--- src/rtl/vram_arbiter.sv ---
// vram_arbiter
//   Shares port A of the 16K x 32 VRAM among PPU fetch, DMA and CPU.
//   Reads and full-word writes execute in the grant cycle (gnt is a
//   same-cycle pulse). Partial byte-enabled writes run as read-modify-write:
//   the first cycle reads and merges, the second cycle (RMW_WR) writes and grants.
//   Read data is registered into the requester's rdata at the end of the
//   grant cycle, with rvalid high for exactly the following cycle.
//
// Optional feature: define VRAM_ARB_STARVE_EN to add the anti-starvation
//   counter. After STARVE_MAX consecutive PPU wins over a pending DMA/CPU
//   request, the DMA/CPU request is forced ahead of the PPU.
//
// Ports
//   clk, rst_n                     clock, asynchronous active-low reset
//   ppu_req/addr -> ppu_gnt        PPU read request / same-cycle grant
//   ppu_rvalid/rdata               registered PPU read data
//   dma_*/cpu_*                    req, we, be, addr, wdata in; gnt, rvalid, rdata out
//   vram_addr/we/wdata             to VRAM port A
//   vram_rdata                     from VRAM port A (combinational read)
module vram_arbiter #(
   parameter int AW         = 14,
   parameter int DW         = 32,
   parameter int STARVE_MAX = 8
) (
   input  logic            clk,
   input  logic            rst_n,
   input  logic            ppu_req,
   input  logic [AW-1:0]   ppu_addr,
   output logic            ppu_gnt,
   output logic            ppu_rvalid,
   output logic [DW-1:0]   ppu_rdata,
   input  logic            dma_req,
   input  logic            dma_we,
   input  logic [DW/8-1:0] dma_be,
   input  logic [AW-1:0]   dma_addr,
   input  logic [DW-1:0]   dma_wdata,
   output logic            dma_gnt,
   output logic            dma_rvalid,
   output logic [DW-1:0]   dma_rdata,
   input  logic            cpu_req,
   input  logic            cpu_we,
   input  logic [DW/8-1:0] cpu_be,
   input  logic [AW-1:0]   cpu_addr,
   input  logic [DW-1:0]   cpu_wdata,
   output logic            cpu_gnt,
   output logic            cpu_rvalid,
   output logic [DW-1:0]   cpu_rdata,
   output logic [AW-1:0]   vram_addr,
   output logic            vram_we,
   output logic [DW-1:0]   vram_wdata,
   input  logic [DW-1:0]   vram_rdata
);

   localparam int BW = DW / 8;

   typedef enum logic {IDLE, RMW_WR} state_t;

   state_t          state_q, state_d;
   logic            rr_q, rr_d;              // 0: DMA wins a DMA/CPU tie, 1: CPU wins
   logic [AW-1:0]   rmw_addr_q, rmw_addr_d;
   logic [DW-1:0]   rmw_data_q, rmw_data_d;
   logic            rmw_cpu_q, rmw_cpu_d;    // owner of the pending RMW write
   logic            ppu_rvalid_q, dma_rvalid_q, cpu_rvalid_q;
   logic            ppu_rvalid_d, dma_rvalid_d, cpu_rvalid_d;
   logic [DW-1:0]   ppu_rdata_q, dma_rdata_q, cpu_rdata_q;
   logic [DW-1:0]   ppu_rdata_d, dma_rdata_d, cpu_rdata_d;

   logic            dc_pend, pick_dma, force_dc, sel_ppu, sel_dc;
   logic            w_we;
   logic [BW-1:0]   w_be;
   logic [AW-1:0]   w_addr;
   logic [DW-1:0]   w_wdata, merged;

   assign dc_pend  = dma_req | cpu_req;
   assign pick_dma = dma_req & (~cpu_req | ~rr_q);
   assign sel_ppu  = ppu_req & ~force_dc;
   assign sel_dc   = ~sel_ppu & dc_pend;

   assign w_we    = pick_dma ? dma_we    : cpu_we;
   assign w_be    = pick_dma ? dma_be    : cpu_be;
   assign w_addr  = pick_dma ? dma_addr  : cpu_addr;
   assign w_wdata = pick_dma ? dma_wdata : cpu_wdata;

   // RMW merge: enabled bytes from the requester, the rest from the current word
   generate
      for (genvar gi = 0; gi < BW; gi++) begin : g_merge
         assign merged[gi*8 +: 8] = w_be[gi] ? w_wdata[gi*8 +: 8] : vram_rdata[gi*8 +: 8];
      end
   endgenerate

`ifdef VRAM_ARB_STARVE_EN
   localparam int CW = $clog2(STARVE_MAX + 1);
   logic [CW-1:0] starve_q, starve_d;

   assign force_dc = (starve_q >= CW'(STARVE_MAX)) & dc_pend;

   always_comb begin
      starve_d = starve_q;
      if (dma_gnt | cpu_gnt)
         starve_d = '0;
      else if (rst_n && state_q == IDLE && sel_ppu && dc_pend && starve_q < CW'(STARVE_MAX))
         starve_d = starve_q + 1'b1;
   end

   always_ff @(posedge clk or negedge rst_n) begin
      if (!rst_n) starve_q <= '0;
      else        starve_q <= starve_d;
   end
`else
   logic unused_starve_max;
   assign unused_starve_max = (STARVE_MAX != 0);
   assign force_dc          = 1'b0;
`endif

   // Everything driven toward the RAM and every grant is gated by rst_n so
   // that asserting reset silences the port immediately, even mid-RMW.
   always_comb begin
      state_d    = state_q;
      rr_d       = rr_q;
      rmw_addr_d = rmw_addr_q;
      rmw_data_d = rmw_data_q;
      rmw_cpu_d  = rmw_cpu_q;
      vram_addr  = '0;
      vram_we    = 1'b0;
      vram_wdata = '0;
      ppu_gnt    = 1'b0;
      dma_gnt    = 1'b0;
      cpu_gnt    = 1'b0;
      if (rst_n) begin
         unique case (state_q)
            IDLE: begin
               if (sel_ppu) begin
                  vram_addr = ppu_addr;
                  ppu_gnt   = 1'b1;
               end else if (sel_dc) begin
                  vram_addr = w_addr;
                  if (w_we && w_be != '0 && w_be != '1) begin
                     rmw_addr_d = w_addr;
                     rmw_data_d = merged;
                     rmw_cpu_d  = ~pick_dma;
                     state_d    = RMW_WR;
                  end else begin
                     vram_we    = w_we & (w_be == '1);
                     vram_wdata = vram_we ? w_wdata : '0;
                     dma_gnt    = pick_dma;
                     cpu_gnt    = ~pick_dma;
                     rr_d       = pick_dma;
                  end
               end
            end
            RMW_WR: begin
               vram_addr  = rmw_addr_q;
               vram_we    = 1'b1;
               vram_wdata = rmw_data_q;
               dma_gnt    = ~rmw_cpu_q;
               cpu_gnt    = rmw_cpu_q;
               rr_d       = ~rmw_cpu_q;
               state_d    = IDLE;
            end
            default: state_d = IDLE;
         endcase
      end
   end

   // Read data capture; DMA/CPU grants in IDLE with we=0 are the only reads
   always_comb begin
      ppu_rvalid_d = ppu_gnt;
      dma_rvalid_d = dma_gnt & (state_q == IDLE) & ~dma_we;
      cpu_rvalid_d = cpu_gnt & (state_q == IDLE) & ~cpu_we;
      ppu_rdata_d  = ppu_rvalid_d ? vram_rdata : ppu_rdata_q;
      dma_rdata_d  = dma_rvalid_d ? vram_rdata : dma_rdata_q;
      cpu_rdata_d  = cpu_rvalid_d ? vram_rdata : cpu_rdata_q;
   end

   always_ff @(posedge clk or negedge rst_n) begin
      if (!rst_n) begin
         state_q      <= IDLE;
         rr_q         <= 1'b0;
         rmw_addr_q   <= '0;
         rmw_data_q   <= '0;
         rmw_cpu_q    <= 1'b0;
         ppu_rvalid_q <= 1'b0;
         dma_rvalid_q <= 1'b0;
         cpu_rvalid_q <= 1'b0;
         ppu_rdata_q  <= '0;
         dma_rdata_q  <= '0;
         cpu_rdata_q  <= '0;
      end else begin
         state_q      <= state_d;
         rr_q         <= rr_d;
         rmw_addr_q   <= rmw_addr_d;
         rmw_data_q   <= rmw_data_d;
         rmw_cpu_q    <= rmw_cpu_d;
         ppu_rvalid_q <= ppu_rvalid_d;
         dma_rvalid_q <= dma_rvalid_d;
         cpu_rvalid_q <= cpu_rvalid_d;
         ppu_rdata_q  <= ppu_rdata_d;
         dma_rdata_q  <= dma_rdata_d;
         cpu_rdata_q  <= cpu_rdata_d;
      end
   end

   assign ppu_rvalid = ppu_rvalid_q;
   assign dma_rvalid = dma_rvalid_q;
   assign cpu_rvalid = cpu_rvalid_q;
   assign ppu_rdata  = ppu_rdata_q;
   assign dma_rdata  = dma_rdata_q;
   assign cpu_rdata  = cpu_rdata_q;

endmodule
--- config.mk ---
export PLATFORM = sky130hd
export DESIGN_NAME = vram_arbiter
export DESIGN_NICKNAME = d
export VERILOG_FILES = /design/src/rtl/vram_arbiter.sv
export SDC_FILE = /design/constraint.sdc
export NUM_CORES = 1
export LEC_CHECK = 0
export CORE_MARGIN = 2
export CORE_UTILIZATION = 47
export DETAILED_ROUTE_END_ITERATION = 6
export PLACE_DENSITY = 0.87
export SLEW_MARGIN = 40
export SYNTH_ARGS = -nofsm -noshare
export SYNTH_HDL_FRONTEND = slang
export SYNTH_SLANG_ARGS = --single-unit
--- constraint.sdc ---
create_clock -name clk -period 3.6 [get_ports clk]
set_input_delay 0.72 -clock clk [delete_from_list [all_inputs] [get_ports clk]]
set_output_delay 0.72 -clock clk [all_outputs]
set_load 0.02 [all_outputs]
Word-level counts from Yosys, hierarchy flattened. Index checks and enable logic that the tools add are counted.

Input bits: 153. Output and inout bits: 149. Flip-flop bits (word level): 148. Word-level logic and storage cells: 82.

Bitwise operators: 17. Reductions and logical operators: 5. Equality and inequality tests: 5. Muxes and demuxes: 44.

Operators by type and width (number): two-way mux 32 bit (6); one-hot mux 32 bit (2 select lines) (1); two-way mux 14 bit (4); two-way mux 8 bit (4); one-hot mux 14 bit (2 select lines) (1); two-way mux 1 bit (22); one-hot mux 1 bit (2 select lines) (5); NOT 1 bit (8); bitwise AND 1 bit (7); inequality test 2 bit (second input constant) (3); AND reduction 5 bit (1); == test 4 bit (second input constant) (1); two-way mux 4 bit (1); inequality test 4 bit (second input constant) (1); AND reduction 4 bit (1); nonzero test 4 bit (1); logical AND 1 bit (2); bitwise OR 1 bit (2).

Logic depth before layout (Yosys ltp).
Depth in word-level cells: 14. Gate-level depth with buffers: 7.

Worst setup path after synthesis. Ideal clock, no wire load.

Kind: input to output. Start point: in dma_req. End point: out vram_wdata[10]. Buffers on the path: 2. Slack: 727 ps. Arrival time: 2153 ps. Stages: 6. Required time: 2880 ps. Path through: a21bo_2 > buf_2 > nor3_1 > o21ai_0 > clkbuf_1 > o21ai_0.

Longest elaborated chain between the ends: 10.

RTL lines: start: declaration (RTL line 32) `input logic dma_req,`; bitwise AND 1 bit (RTL line 75) `assign pick_dma = dma_req & (~cpu_req | ~rr_q);`; two-way mux 4 bit (RTL line 80) `assign w_be = pick_dma ? dma_be : cpu_be;`; == test 4 bit or nonzero test 4 bit (tied branches) (RTL line 143, 137); bitwise AND 1 bit or logical AND 1 bit (tied branches) (RTL line 143, 137); two-way mux 32 bit or logical AND 1 bit (tied branches) (RTL line 144, 137); two-way mux 32 bit (RTL line 137) `if (w_we && w_be != '0 && w_be != '1) begin`; two-way mux 32 bit (*) (RTL line 135) `end else if (sel_dc) begin`; two-way mux 32 bit (*) (RTL line 132) `if (sel_ppu) begin`; one-hot mux 32 bit (2 select lines) (*) (RTL line 130) `unique case (state_q)`; two-way mux 32 bit (*) (RTL line 129) `if (rst_n) begin`; end: declaration (RTL line 50) `output logic [DW-1:0] vram_wdata,`.

Mark *: on every way between the ends. The rest lies on a longest branch, timed or not.

Worst setup path in the final report.
Start point: in cpu_req. End point: out vram_addr[11].

Longest elaborated chain between the ends: 8.

RTL lines: start: declaration (RTL line 40) `input logic cpu_req,`; NOT 1 bit (RTL line 75); bitwise OR 1 bit (RTL line 75); bitwise AND 1 bit (RTL line 75); two-way mux 14 bit (RTL line 81) `assign w_addr = pick_dma ? dma_addr : cpu_addr;`; two-way mux 14 bit (*) (RTL line 135); two-way mux 14 bit (*) (RTL line 132); one-hot mux 14 bit (2 select lines) (*) (RTL line 130); two-way mux 14 bit (*) (RTL line 129); end: declaration (RTL line 48) `output logic [AW-1:0] vram_addr,`.

Marks and branches as above.

==> impl_metrics.yaml <==
status:
  status: "complete, but fails checks"
  violations: "design-rule violations"
sta:
  hold_viol_final: 0
  fmax_mhz: 282
  hold_ws_ps: 104
  fin_tns_setup_ps: 0
  worst_slack_ps: 48.8
  finClkSkew_ps: 12.8
  slew_headroom: 0.550
  period_share: 0.986
  maxSlewViolCount: 0
  setup_viol: 0
  min_period_ps: 3550
  grt_setup_unrepaired: "false"
  tightest_slew_ps: 675
finish:
  final_common_cell: "clkdlybuf4s50_1"
  drive_gt1_frac: 0.212
  fin_nets: 1069
  area_growth_pct: 52.7
  final_cell_mix: "clkdlybuf4s50_1, dfrtp_1, mux2_2, nand2_1"
  final_area_sq_um: 11200
  diodes: 0
  nFillCells: 1028
  postLayoutCoreUtil: 0.735
power:
  power_frac_comb: 0.360
  leakage_nw: 5.17
  p_sw_mw: 2.14
  clkPwrFrac: 0.261
  sw_frac_of_total: 0.321
  internal_power_mw: 4.52
  powerDensity_nw_per_um2: 596
  irDropWorstVdd_mv: 0.465
  p_seq_frac: 0.378
floorplanning:
  start_util: 0.481
  rows: 45
  die_area_sq_um: 16600
  coreArea_sq_um: 15200
  chipWidth_um: 129
  die_h_um: 129
  ios: 302
clocking:
  clk_pin_slew_ps: 60
  postCtsHoldBufs: 0
  clk_latency_ps: 420
  clockRootBuffer: "clkbuf_16"
  clock_path_buffers: 2
  cts_setup_buffers: 0
  cts.sinks: 148
  h-tree-depth: 4
  numCtsBuffers: 17
  cts_tree: "built"
job:
  drv_cap: 0
drt:
  wl_met3_mm: 1.50
  vias: 6023
  drt_wl_total_mm: 22.6
  drt.antenna.violating_nets: 0
  via_per_inst: 5.39
  wire_per_inst_um: 20.3
  wl_met1_mm: 9.14
  wl_met2_mm: 11.6
  dr.pass1.iters: 7
  top_layer: "met4"
  drc_errors: 13
  drt_iter0_drc: 312
setup_path:
  start_kind: "primary input"
  cp.required_ps: 2880
  reg2reg_to: "cpu_rdata[22]"
  crit_arrival_ps: 2830
  r2r_slack_ps: 1150
  crit_buf_inv: 4
  r2r_start: "state_q"
  end_kind: "output pin"
  crit_fanout: 10
  reg2reg_depth: 6
  crit_slowest_cell: "clkdlybuf4s50_1"
  crit_type: "primary input to output pin"
  cp_top_family: "buffers and inverters"
  crit_chain: "clkdlybuf4s50_1 -> buf_4 -> a21bo_4 -> buf_12 -> mux2_2 -> a222oi_1 -> nor2_1 -> dlygate4sd2_1"
  max_stage_delay_ps: 480
global_route:
  grt_pass1_vias: 6316
  overflow: 0
  grt_max_degree: 73
  antenna_found_initial: 0
  grtUsageTotal: 0.272
  grt_pass1_wl_mm: 34.3
synthesis:
  yosys-top-cells-area: "dfrtp_1, mux2_2, mux2i_1"
  synth-main-ff-cell: "dfrtp_1"
  yosysTopAreaCellShare: 0.506
  yosysSeqAreaShare: 0.506
  ys_types: 37
  ys_warn_count: 0
  synth_nets: 758
  postSynthCellCount: 605
  synth_edf_count: 0
  syn_avg_cell_area_sq_um: 12.1
  yosysTopAreaCell: "dfrtp_1"
  ys_async_sr_fraction: 1.00
  synth_seq_cells: 148
  syn_area_sq_um: 7320
place:
  hpwlAfterDp_mm: 16.4
  gp_congestion: 0.900
  pre_cts_ws_ps: -240
  io_buffers: 301
  postPlaceCellArea_sq_um: 10600
min_path:
  min-delay-path-class: "primary input to asynchronous set/reset pin"
flip-flops by register name (all words and copies together), names as in the netlist:
name	cells
rr_q	1
dma_rdata	32
ppu_rdata	32
rmw_data_q	32
state_q	1
cpu_rvalid	1
dma_rvalid	1
ppu_rvalid	1
rmw_addr_q	14
cpu_rdata	32
rmw_cpu_q	1
power groups by stage:
stage	logic, mW	clock network, mW	registers [mW]
3_5_place_dp	2.43	0	2.53
5_1_grt	2.54	1.84	2.58
6_report	2.40	1.74	2.52
2_1_floorplan	0.900	0	2.85
4_1_cts	2.42	1.76	2.52
3_3_place_gp	2.38	0	2.50
area by class of cell:
cell class | instances | area, sq um | share of cell area
Multi-Input combinational cell | 381 | 3260 | 0.292
Sequential cell | 148 | 3700 | 0.331
Clock inverter | 14 | 139 | 0.0124
Clock buffer | 18 | 439 | 0.0393
Inverter | 35 | 131 | 0.0118
Tap cell | 188 | 235 | 0.0210
Timing Repair Buffer | 333 | 3260 | 0.292
worst max-delay path by stage:
stage | startpoint | slack [ps] | to | cells after the start
floorplan | dma_req | 730 | vram_wdata[10] | 6
global placement | cpu_req | -170 | vram_wdata[0] | 8
detailed placement | ppu_req | -240 | vram_addr[11] | 6
CTS | cpu_req | 100 | vram_addr[11] | 8
global route | cpu_req | 20 | vram_addr[5] | 8
finish | cpu_req | 50 | vram_addr[11] | 8
synth_stat cells (all sizes together) (2+ instances only):
master and instances:
o21ai 65, clkbuf 19, buf 22, a222oi 14, nor3 4, mux2i 64, or3 2, mux2 129
nor2 16, dfrtp 148, inv 35, and3 2, nand4 2, nand2 66
kinds of logic after synthesis:
logic type      share of synthesized area
mux                                 0.306
flops                               0.506
compound gates                     0.0778
buf+inv                            0.0511
simple gates                       0.0588
per-layer routing:
metal,vias to the layer above,track usage
met2,231,0.464
met5,-,0
met3,39,0.0711
met4,0,0.0850
met1,2995,0.338
li1,2758,-
per-stage QoR:
stage,cells,total power [mW]
2_1_floorplan,605,3.75
5_1_grt,1117,6.96
3_3_place_gp,1085,4.87
4_1_cts,1117,6.70
6_report,1117,6.66
3_5_place_dp,1085,4.96
what timing repair did:
action                                  4_1_cts  5_1_grt
pin swaps                                     0        1
cloned                                        0        0
hold endpoints to repair                      0        0
endpoints found under the setup margin       46        1
gates resized for setup                      49        0
(Power assumes the default switching activity.)
